<file path="src/rtl/writeback_unit_pkg.sv">
// Shared writeback types: register index, load-queue entry and the x0 constant.
package writeback_unit_pkg;
    localparam int XLEN = 32;

    typedef logic [4:0] reg_idx_t;

    typedef struct packed {
        reg_idx_t        rd;
        logic [XLEN-1:0] data;
    } wb_entry_t;

    localparam reg_idx_t REG_ZERO = 5'd0;
endpackage

</file>
<file path="src/rtl/writeback_unit_ldq.sv">
// wb_ldq: small circular FIFO holding load responses until the writeback port is free.
module wb_ldq
    import writeback_unit_pkg::*;
#(
    parameter int DEPTH = 2,
    parameter int CW    = $clog2(DEPTH + 1)
) (
    input  logic          clk,
    input  logic          reset_n,
    input  logic          push,
    input  wb_entry_t     push_entry,
    input  logic          pop,
    output wb_entry_t     head,
    output logic [CW-1:0] count,
    output logic          full,
    output logic          empty
);
    localparam int PW = (DEPTH > 1) ? $clog2(DEPTH) : 1;

    wb_entry_t       mem [DEPTH];
    logic [PW-1:0]   wr_ptr_reg;
    logic [PW-1:0]   rd_ptr_reg;
    logic [CW-1:0]   count_reg;
    logic            do_push;
    logic            do_pop;

    assign full    = (count_reg == CW'(DEPTH));
    assign empty   = (count_reg == '0);
    assign count   = count_reg;
    assign head    = mem[rd_ptr_reg];
    assign do_push = push && !full;
    assign do_pop  = pop && !empty;

    // Storage carries no reset; emptiness is tracked solely by count_reg.
    always_ff @(posedge clk) begin
        if (do_push)
            mem[wr_ptr_reg] <= push_entry;
    end

    always_ff @(posedge clk or negedge reset_n) begin
        if (!reset_n) begin
            wr_ptr_reg <= '0;
            rd_ptr_reg <= '0;
            count_reg  <= '0;
        end else begin
            if (do_push)
                wr_ptr_reg <= (wr_ptr_reg == PW'(DEPTH - 1)) ? '0 : wr_ptr_reg + 1'b1;
            if (do_pop)
                rd_ptr_reg <= (rd_ptr_reg == PW'(DEPTH - 1)) ? '0 : rd_ptr_reg + 1'b1;
            case ({do_push, do_pop})
                2'b10:   count_reg <= count_reg + 1'b1;
                2'b01:   count_reg <= count_reg - 1'b1;
                default: count_reg <= count_reg;
            endcase
        end
    end
endmodule

</file>
<file path="src/rtl/writeback_unit.sv">
// Writeback stage: ALU/load arbitration, registered RF write, load scoreboard, hazard detect.
// Optional operand forwarding from the pending write is enabled by defining WB_FWD_EN.
module writeback_unit #(
    parameter int XLEN      = 32,
    parameter int LDQ_DEPTH = 2
) (
    input  logic            clk,
    input  logic            reset_n,
    input  logic            alu_valid,
    input  logic [4:0]      alu_rd,
    input  logic [XLEN-1:0] alu_data,
    input  logic            issue_valid,
    input  logic [4:0]      issue_rd,
    input  logic            ld_valid,
    output logic            ld_ready,
    input  logic [4:0]      ld_rd,
    input  logic [XLEN-1:0] ld_data,
    output logic            wr_en,
    output logic [4:0]      wr_index,
    output logic [XLEN-1:0] wr_data,
    input  logic [4:0]      rs1_index,
    input  logic [4:0]      rs2_index,
    output logic            hazard,
    output logic            fwd_hit1,
    output logic            fwd_hit2,
    output logic [XLEN-1:0] fwd_data1,
    output logic [XLEN-1:0] fwd_data2,
    output logic [31:0]     busy
);
    import writeback_unit_pkg::*;

    localparam int CW = $clog2(LDQ_DEPTH + 1);

    wb_entry_t       ld_entry;
    wb_entry_t       ldq_head;
    logic [CW-1:0]   ldq_count;
    logic            ldq_full;
    logic            ldq_empty;
    logic            ldq_push;
    logic            ldq_pop;

    logic            wr_en_reg,    wr_en_next;
    reg_idx_t        wr_index_reg, wr_index_next;
    logic [XLEN-1:0] wr_data_reg,  wr_data_next;
    logic [31:0]     busy_reg,     busy_next;
    logic            pend1;
    logic            pend2;

    assign ld_entry = '{rd: ld_rd, data: ld_data};
    assign ld_ready = (ldq_count < CW'(LDQ_DEPTH));
    assign ldq_push = ld_valid && ld_ready;
    assign ldq_pop  = !alu_valid && !ldq_empty;

    wb_ldq #(.DEPTH(LDQ_DEPTH), .CW(CW)) u_ldq (
        .clk        (clk),
        .reset_n    (reset_n),
        .push       (ldq_push),
        .push_entry (ld_entry),
        .pop        (ldq_pop),
        .head       (ldq_head),
        .count      (ldq_count),
        .full       (ldq_full),
        .empty      (ldq_empty)
    );

    // ALU has fixed priority; the queue head drains only in ALU-idle cycles.
    always_comb begin
        wr_en_next    = 1'b0;
        wr_index_next = wr_index_reg;
        wr_data_next  = wr_data_reg;
        busy_next     = busy_reg;
        if (alu_valid) begin
            wr_en_next    = (alu_rd != REG_ZERO);
            wr_index_next = alu_rd;
            wr_data_next  = alu_data;
        end else if (ldq_pop) begin
            wr_en_next             = (ldq_head.rd != REG_ZERO);
            wr_index_next          = ldq_head.rd;
            wr_data_next           = ldq_head.data;
            busy_next[ldq_head.rd] = 1'b0;
        end
        if (issue_valid && issue_rd != REG_ZERO)
            busy_next[issue_rd] = 1'b1;
        busy_next[0] = 1'b0;
    end

    always_ff @(posedge clk or negedge reset_n) begin
        if (!reset_n) begin
            wr_en_reg    <= 1'b0;
            wr_index_reg <= REG_ZERO;
            wr_data_reg  <= '0;
            busy_reg     <= '0;
        end else begin
            wr_en_reg    <= wr_en_next;
            wr_index_reg <= wr_index_next;
            wr_data_reg  <= wr_data_next;
            busy_reg     <= busy_next;
        end
    end

    assign wr_en    = wr_en_reg;
    assign wr_index = wr_index_reg;
    assign wr_data  = wr_data_reg;
    assign busy     = busy_reg;

    assign pend1 = wr_en_reg && (wr_index_reg != REG_ZERO) && (wr_index_reg == rs1_index);
    assign pend2 = wr_en_reg && (wr_index_reg != REG_ZERO) && (wr_index_reg == rs2_index);

`ifdef WB_FWD_EN
    assign hazard    = busy_reg[rs1_index] | busy_reg[rs2_index];
    assign fwd_hit1  = pend1;
    assign fwd_hit2  = pend2;
    assign fwd_data1 = pend1 ? wr_data_reg : '0;
    assign fwd_data2 = pend2 ? wr_data_reg : '0;
`else
    assign hazard    = busy_reg[rs1_index] | busy_reg[rs2_index] | pend1 | pend2;
    assign fwd_hit1  = 1'b0;
    assign fwd_hit2  = 1'b0;
    assign fwd_data1 = '0;
    assign fwd_data2 = '0;
`endif

    // A second issue to a register whose load is still outstanding is illegal.
    a_no_double_issue: assert property (@(posedge clk) disable iff (!reset_n)
        !(issue_valid && issue_rd != REG_ZERO && busy_reg[issue_rd]));

    a_no_push_when_full: assert property (@(posedge clk) disable iff (!reset_n)
        !(ldq_push && ldq_full));
endmodule

</file>
<file path="config.mk">
export PLATFORM = sky130hd
export DESIGN_NAME = writeback_unit
export DESIGN_NICKNAME = d
export VERILOG_FILES = /design/src/rtl/writeback_unit_pkg.sv /design/src/rtl/writeback_unit_ldq.sv /design/src/rtl/writeback_unit.sv
export SDC_FILE = /design/constraint.sdc
export NUM_CORES = 1
export LEC_CHECK = 0
export ABC_AREA = 1
export ABC_CLOCK_PERIOD_IN_PS = 3600
export CAP_MARGIN = 20
export CORE_MARGIN = 8
export CORE_UTILIZATION = 30
export CTS_CLUSTER_DIAMETER = 30
export CTS_CLUSTER_SIZE = 28
export DETAILED_ROUTE_END_ITERATION = 10
export PLACE_DENSITY = 0.55
export SLEW_MARGIN = 15
export SYNTH_ARGS = -nofsm -noshare
export SYNTH_HDL_FRONTEND = slang
export SYNTH_HIERARCHICAL = 1
export SYNTH_SLANG_ARGS = --single-unit
</file>
<file path="constraint.sdc">
create_clock -name clk -period 3.6 [get_ports clk]
set_input_delay 0.54 -clock clk [delete_from_list [all_inputs] [get_ports clk]]
set_output_delay 0.54 -clock clk [all_outputs]
set_load 0.005 [all_outputs]
</file>
==> flow_summary_export.csv <==
group,metric,value,unit
global_routing,grt_pass1_vias,5961,
setup_path,critPathLaunchType,"input port",
worst_hold_path,hold_depth,2,
yosys,synthesis.instances,832,
global_routing,grt_pass1_wl,32.9,mm
timing,period_share,87.8,%
timing,hold_viol_final,0,
yosys,async_reset_ff_share,49.7,%
timing,rsz0062_at_grt,"false",
cts,cts_buffer_depth,2,
setup_path,r2r_end,"busy[21]$_DFF_PN0_",
yosys,synth.most_common_cell,"nand2_1",
cts,cts_tree,"built",
route,drt-pass1-iter-count,6,
setup_path,cp_max_fo,10,
power,irDropWorstVdd,360,µV
outcome,status,"finished clean",
cells_and_area,multi_input_area,2550,µm²
cts,h-tree-depth,4,
cells_and_area,ff_latch_area,4050,µm²
yosys,ys_ff_latch,147,
cts,insertion_delay,0.42,ns
timing,max_freq,0.316,GHz
die,die_h,172,µm
global_routing,grt_use_total,14.5,%
place,pre_cts_ws,0.473,ns
timing,tightest_slew,0.702,ns
cells_and_area,largest_register_ff_count,74,
cells_and_area,diodes,0,
route,routedWlPerCell,16.2,µm
route,drtIter0Drc,444,
yosys,synth_flop_cell,"edfxtp_1",
worst_hold_path,worstHoldStart,"wr_data[12]$_DFFE_PN0P_",
timing,slew_headroom,53.1,%
yosys,synth_edf_count,74,
cts,root_buffer,"clkbuf_16",
yosys,netlist.area_leader.share,30.3,%
timing,drv_slew,0,
setup_path,crit_type,"input port to output pin",
cts,cts.clk_slew.worst_paths,0.06,ns
cells_and_area,nNetsFinal,1093,
power,powerDensity,721,nW/µm²
yosys,yosys_warnings,6,
die,die_w,172,µm
route,routed_wl,21.7,mm
route,ant_nets,0,
timing,setup_tns,0,ns
global_routing,overflow,0,
setup_path,r2r_slack,1.49,ns
cells_and_area,drive_above_1_share,5.93,%
die,core,24200,µm²
yosys,synth_commonest_cells,"305 x nand2_1, 112 x nand3_1, 74 x edfxtp_1",
timing,setup-violations-final,0,
cts,postCtsSetupBuffers,0,
timing,fin_ws,0.439,ns
route,vias_per_cell,4.50,
setup_path,endpoint_kind,"output pin",
worst_hold_path,min_to,"wr_data[12]$_DFFE_PN0P_",
cells_and_area,area_growth,31.0,%
setup_path,crit_path_start,"rs1_index[1]",
setup_path,crit_required,3.06,ns
yosys,synth.cell_area,7330,µm²
cts,clock_sinks,147,
cts,cts_made_buffers,17,
route,drc_errors,0,
timing,min_period,3.16,ns
flow_run,cap_viol_max_count,0,
die,placementRows,57,
setup_path,arrival,2.62,ns
yosys,synth_cell_types,32,
worst_hold_path,min_path_type,"flip-flop to flip-flop",
setup_path,r2r_start,"u_ldq/rd_ptr_reg$_DFFE_PN0P_",
yosys,syn_avg_cell_area,8.81,µm²
timing,fin_worst_skew,0.00866,ns
die,die-area,29700,µm²
route,vias,6006,
global_routing,grt_max_degree,74,
place,port_buffers,164,
power,p_leak,0.00419,µW
yosys,synthTopCellsByArea,"edfxtp_1 30%, dfrtp_1 25%, nand2_1 16%",
place,place_congestion,0.918,
die,io_pins,232,
setup_path,reg2reg_depth,8,
yosys,yosysSeqAreaShare,55.2,%
cells_and_area,fillCellCount,2460,
global_routing,antenna_found_initial,4,
place,dp_hpwl,15.8,mm
die,initial_utilization,30.3,%
yosys,yosys.area.top_type,"edfxtp_1",
-- kinds of logic after synthesis --
logic type / Yosys count / share of synthesized area (%)
AND/OR/NAND/NOR: 440 / 25.1
adder cells (fa/ha/maj): 1 / 0.171
XOR/XNOR: 7 / 0.836
flip-flops: 147 / 55.2
AO/OA/AOI/OAI: 72 / 5.19
buffers and inverters: 164 / 13.5
other: 1 / 0.0512
-- cell usage in the layout (no fill, tap or decap), types with 6 or more instances in the layout --
cell type        netlist  layout
o21ai_0               26      26
inv_1                 61      60
inv_2                  6       6
nor2_1                 9       8
edfxtp_1              74      74
nand2_1              305     305
clkdlybuf4s50_1        0     162
clkbuf_16              0      17
buf_4                 72      11
o21ai_1               33      33
dfrtp_1               73      73
conb_1                 1      67
nand3_1              112     112
-- metal layers --
metal	routed length [µm]	vias to the layer above	share of wire [%]	GRT usage [%]
met5	54	-	0.25	0
met1	8950	2770	41	17.5
met2	10100	268	47	23.6
li1	-	2918	-	-
met3	2240	42	10	5.30
met4	354	8	1.6	5.13
-- critical path, stage by stage --
cell and delay [ns]:
clkdlybuf4s50_1 0.68, inv_2 0.31, nand2_1 0.08, a21oi_1 0.15, nand3_1 0.08, nand2_1 0.07
nand3_1 0.10, nand3_2 0.09, clkdlybuf4s50_1 0.51
-- timing repair --
action                                 4_1_cts  5_1_grt
endpoints found under the hold margin        0       16
gates resized for setup                      0        0
hold buffers                                 0        1
-- worst max-delay path by stage --
stage               cells after the start  slack (ns)                        end
CTS                                     9        0.44                     hazard
global route                           10        0.27                     hazard
floorplan                               4        0.82  u_ldq/mem[1][0]$_DFFE_PP_
finish                                  9        0.44                     hazard
global placement                        9        0.44                     hazard
detailed placement                     10        0.47                     hazard
-- cell type report --
type | instances | area share, %
flip-flops and latches | 147 | 42.2
multi-input cells | 587 | 26.6
repair buffers | 176 | 18.2
clock buffers | 19 | 4.51
well taps | 324 | 4.22
inverters | 69 | 2.77
clock inverters | 13 | 1.56
-- power by group --
| group | switching, µW | internal, µW | leakage, µW |
|---|---|---|---|
| clock | 705 | 1030 | 0.000279 |
| combinational | 1400 | 1120 | 0.00236 |
| sequential | 349 | 2320 | 0.00155 |
| total | 2460 | 4470 | 0.00419 |
-- per-stage QoR --
stage	util (%)	instances	hold WS (ns)	total power [µW]	cell area, µm²
after global routing	39.7	1335	0.501	7420	9610
after global placement	37.2	1301	0.464	5240	8980
after detailed placement	37.2	1301	0.470	5250	8980
final	39.7	1335	0.481	6920	9610
after CTS	39.6	1333	0.338	7030	9570
after floorplan	-	898	0.244	3990	7580
No activity file was read; power rests on OpenSTA's default activity.
==> RTL edit (config.mk and constraints unchanged) <==
Add a define of `WB_FWD_EN`.
--- a/src/rtl/writeback_unit.sv
+++ b/src/rtl/writeback_unit.sv
@@ -2,2 +2,4 @@
 // Optional operand forwarding from the pending write is enabled by defining WB_FWD_EN.
+`define WB_FWD_EN
+
 module writeback_unit #(
Check against the original RTL: not equivalent (Yosys sat finds a counterexample within 4 cycles, from zero or initial values and one cycle with reset_n low).
==> RTL edit against the original RTL <==
- die area shrank 2.6%
- largest power group is now combinational logic
- total power grew 2.6%
- setup slack got worse by 0.0011 ns
- area after synthesis down 2.9%
- sequential cell count is the same
- via count is 8.4% higher
- cell area up 7.6%
- wire length grew 15%
- largest cell class unchanged
==> RTL edit: results (changes against the original RTL) <==
Worst setup startpoint: rs2_index[2] (was rs1_index[1])
# port buffers: 230 (was 164)
Status: finished clean (unchanged)
Synth Area in Compound Gates: 0.0845 (was 0.0519)
Register area share after synthesis: 0.569 (was 0.552)
Highest clock rate: 316 MHz (about the same)
DR iter-0 viols: 402 (was 444)
Synth top area share: 0.312 (was 0.303)
Layout Nets: 1168 (was 1093)
Top post-synthesis cells by area: edfxtp_1, dfrtp_1, nand2_1 (unchanged)
CP Capture Point: fwd_data2[28] (was hazard)
All-Layer GR Usage: 0.174 (was 0.145)
Vias in the first global route: 6653 (was 5961)
VDD IR-drop max: 0.372 mV (was 0.360 mV)
Total length of routed wires: 24900 microns (was 21700 microns)
Synth Area in Adders: 0.00176 (was 0.00171)
Share of cells above drive strength 1: 0.0534 (was 0.0593)
Drt pass-1 iters: 5 (was 6)
First-pass GRT wire length: 38500 microns (was 32900 microns)
Detail Placement HPWL: 18600 microns (was 15800 microns)
Worst Reg2Reg Path Length in Cells: 9 (was 8)
Crit-path max FO: 33 (was 10)
Skew final: 0.00913 ns (was 0.00866 ns)
Least-Margin Pin Slew: 0.744 ns (was 0.702 ns)
Leak pwr: 4.37 nW (was 4.19 nW)
R2r setup slk: 1.41 ns (was 1.49 ns)
Slowest stage delay, CP: 0.55 ns (was 0.68 ns)
-- RTL edit: per-layer routing --
metal / vias up / share of wire / global-route usage
met2: 215 / 0.49 / 0.297
met4: 8 / 0.011 / 0.0416
met5: - / 0.0019 / 0
met3: 27 / 0.073 / 0.0507
met1: 3071 / 0.42 / 0.213
li1: 3189 / - / -
-- RTL edit: logic make-up after synthesis --
kind of cell | Yosys count
AND/OR/NAND/NOR | 448
adder cells (fa/ha/maj) | 1
XOR/XNOR | 9
AO/OA/AOI/OAI | 101
flip-flops | 147
other | 1
buffers and inverters | 135
-- RTL edit: layout make-up --
| type | instances | area [sq um] |
|---|---|---|
| fill | 2318 | 13100 |
| clock buffer | 17 | 425 |
| sequential | 147 | 4050 |
| clock inverter | 15 | 138 |
| inverter | 101 | 379 |
| timing repair buffer | 246 | 2440 |
| tap | 319 | 399 |
| multi-input combinational | 560 | 2500 |
-- RTL edit: power breakdown --
group          internal (W)  switching (W)
Combinational       0.00122        0.00150
Clock              0.000912       0.000761
Sequential          0.00232       0.000391
Total               0.00445        0.00266
-- RTL edit: what timing repair did --
item,4_1_cts,5_1_grt
setup buffers,0,0
endpoints found under the hold margin,0,5
hold buffers,0,1
-- RTL edit: per-stage QoR --
stage          power, W  setup slack, ns  instances  area, sq um  utilization
6_report        0.00710            0.438       1405        10300        0.442
5_1_grt         0.00764            0.206       1405        10300        0.442
4_1_cts         0.00721            0.447       1403        10300        0.440
3_5_place_dp    0.00551            0.452       1371         9730        0.416
3_3_place_gp    0.00548            0.455       1371         9730        0.416
2_1_floorplan   0.00402            0.822        842         7120            -
-- RTL edit: worst min path at each step --
stage	from	cells past startpoint	slack (ns)	end
2_1_floorplan	reset_n	0	0.24	busy[10]
3_3_place_gp	u_ldq/wr_ptr_reg	2	0.46	u_ldq/wr_ptr_reg
3_5_place_dp	u_ldq/wr_ptr_reg	2	0.47	u_ldq/wr_ptr_reg
4_1_cts	reset_n	1	0.34	wr_data[21]
5_1_grt	reset_n	2	0.54	wr_data[21]
6_report	u_ldq/wr_ptr_reg	2	0.48	u_ldq/wr_ptr_reg
-- RTL edit: critical path, delay by kind of cell --
kind                   cells  cell delay, ns
XOR/XNOR                   1            0.20
buffers and inverters      3            1.33
AND/OR/NAND/NOR            3            0.53
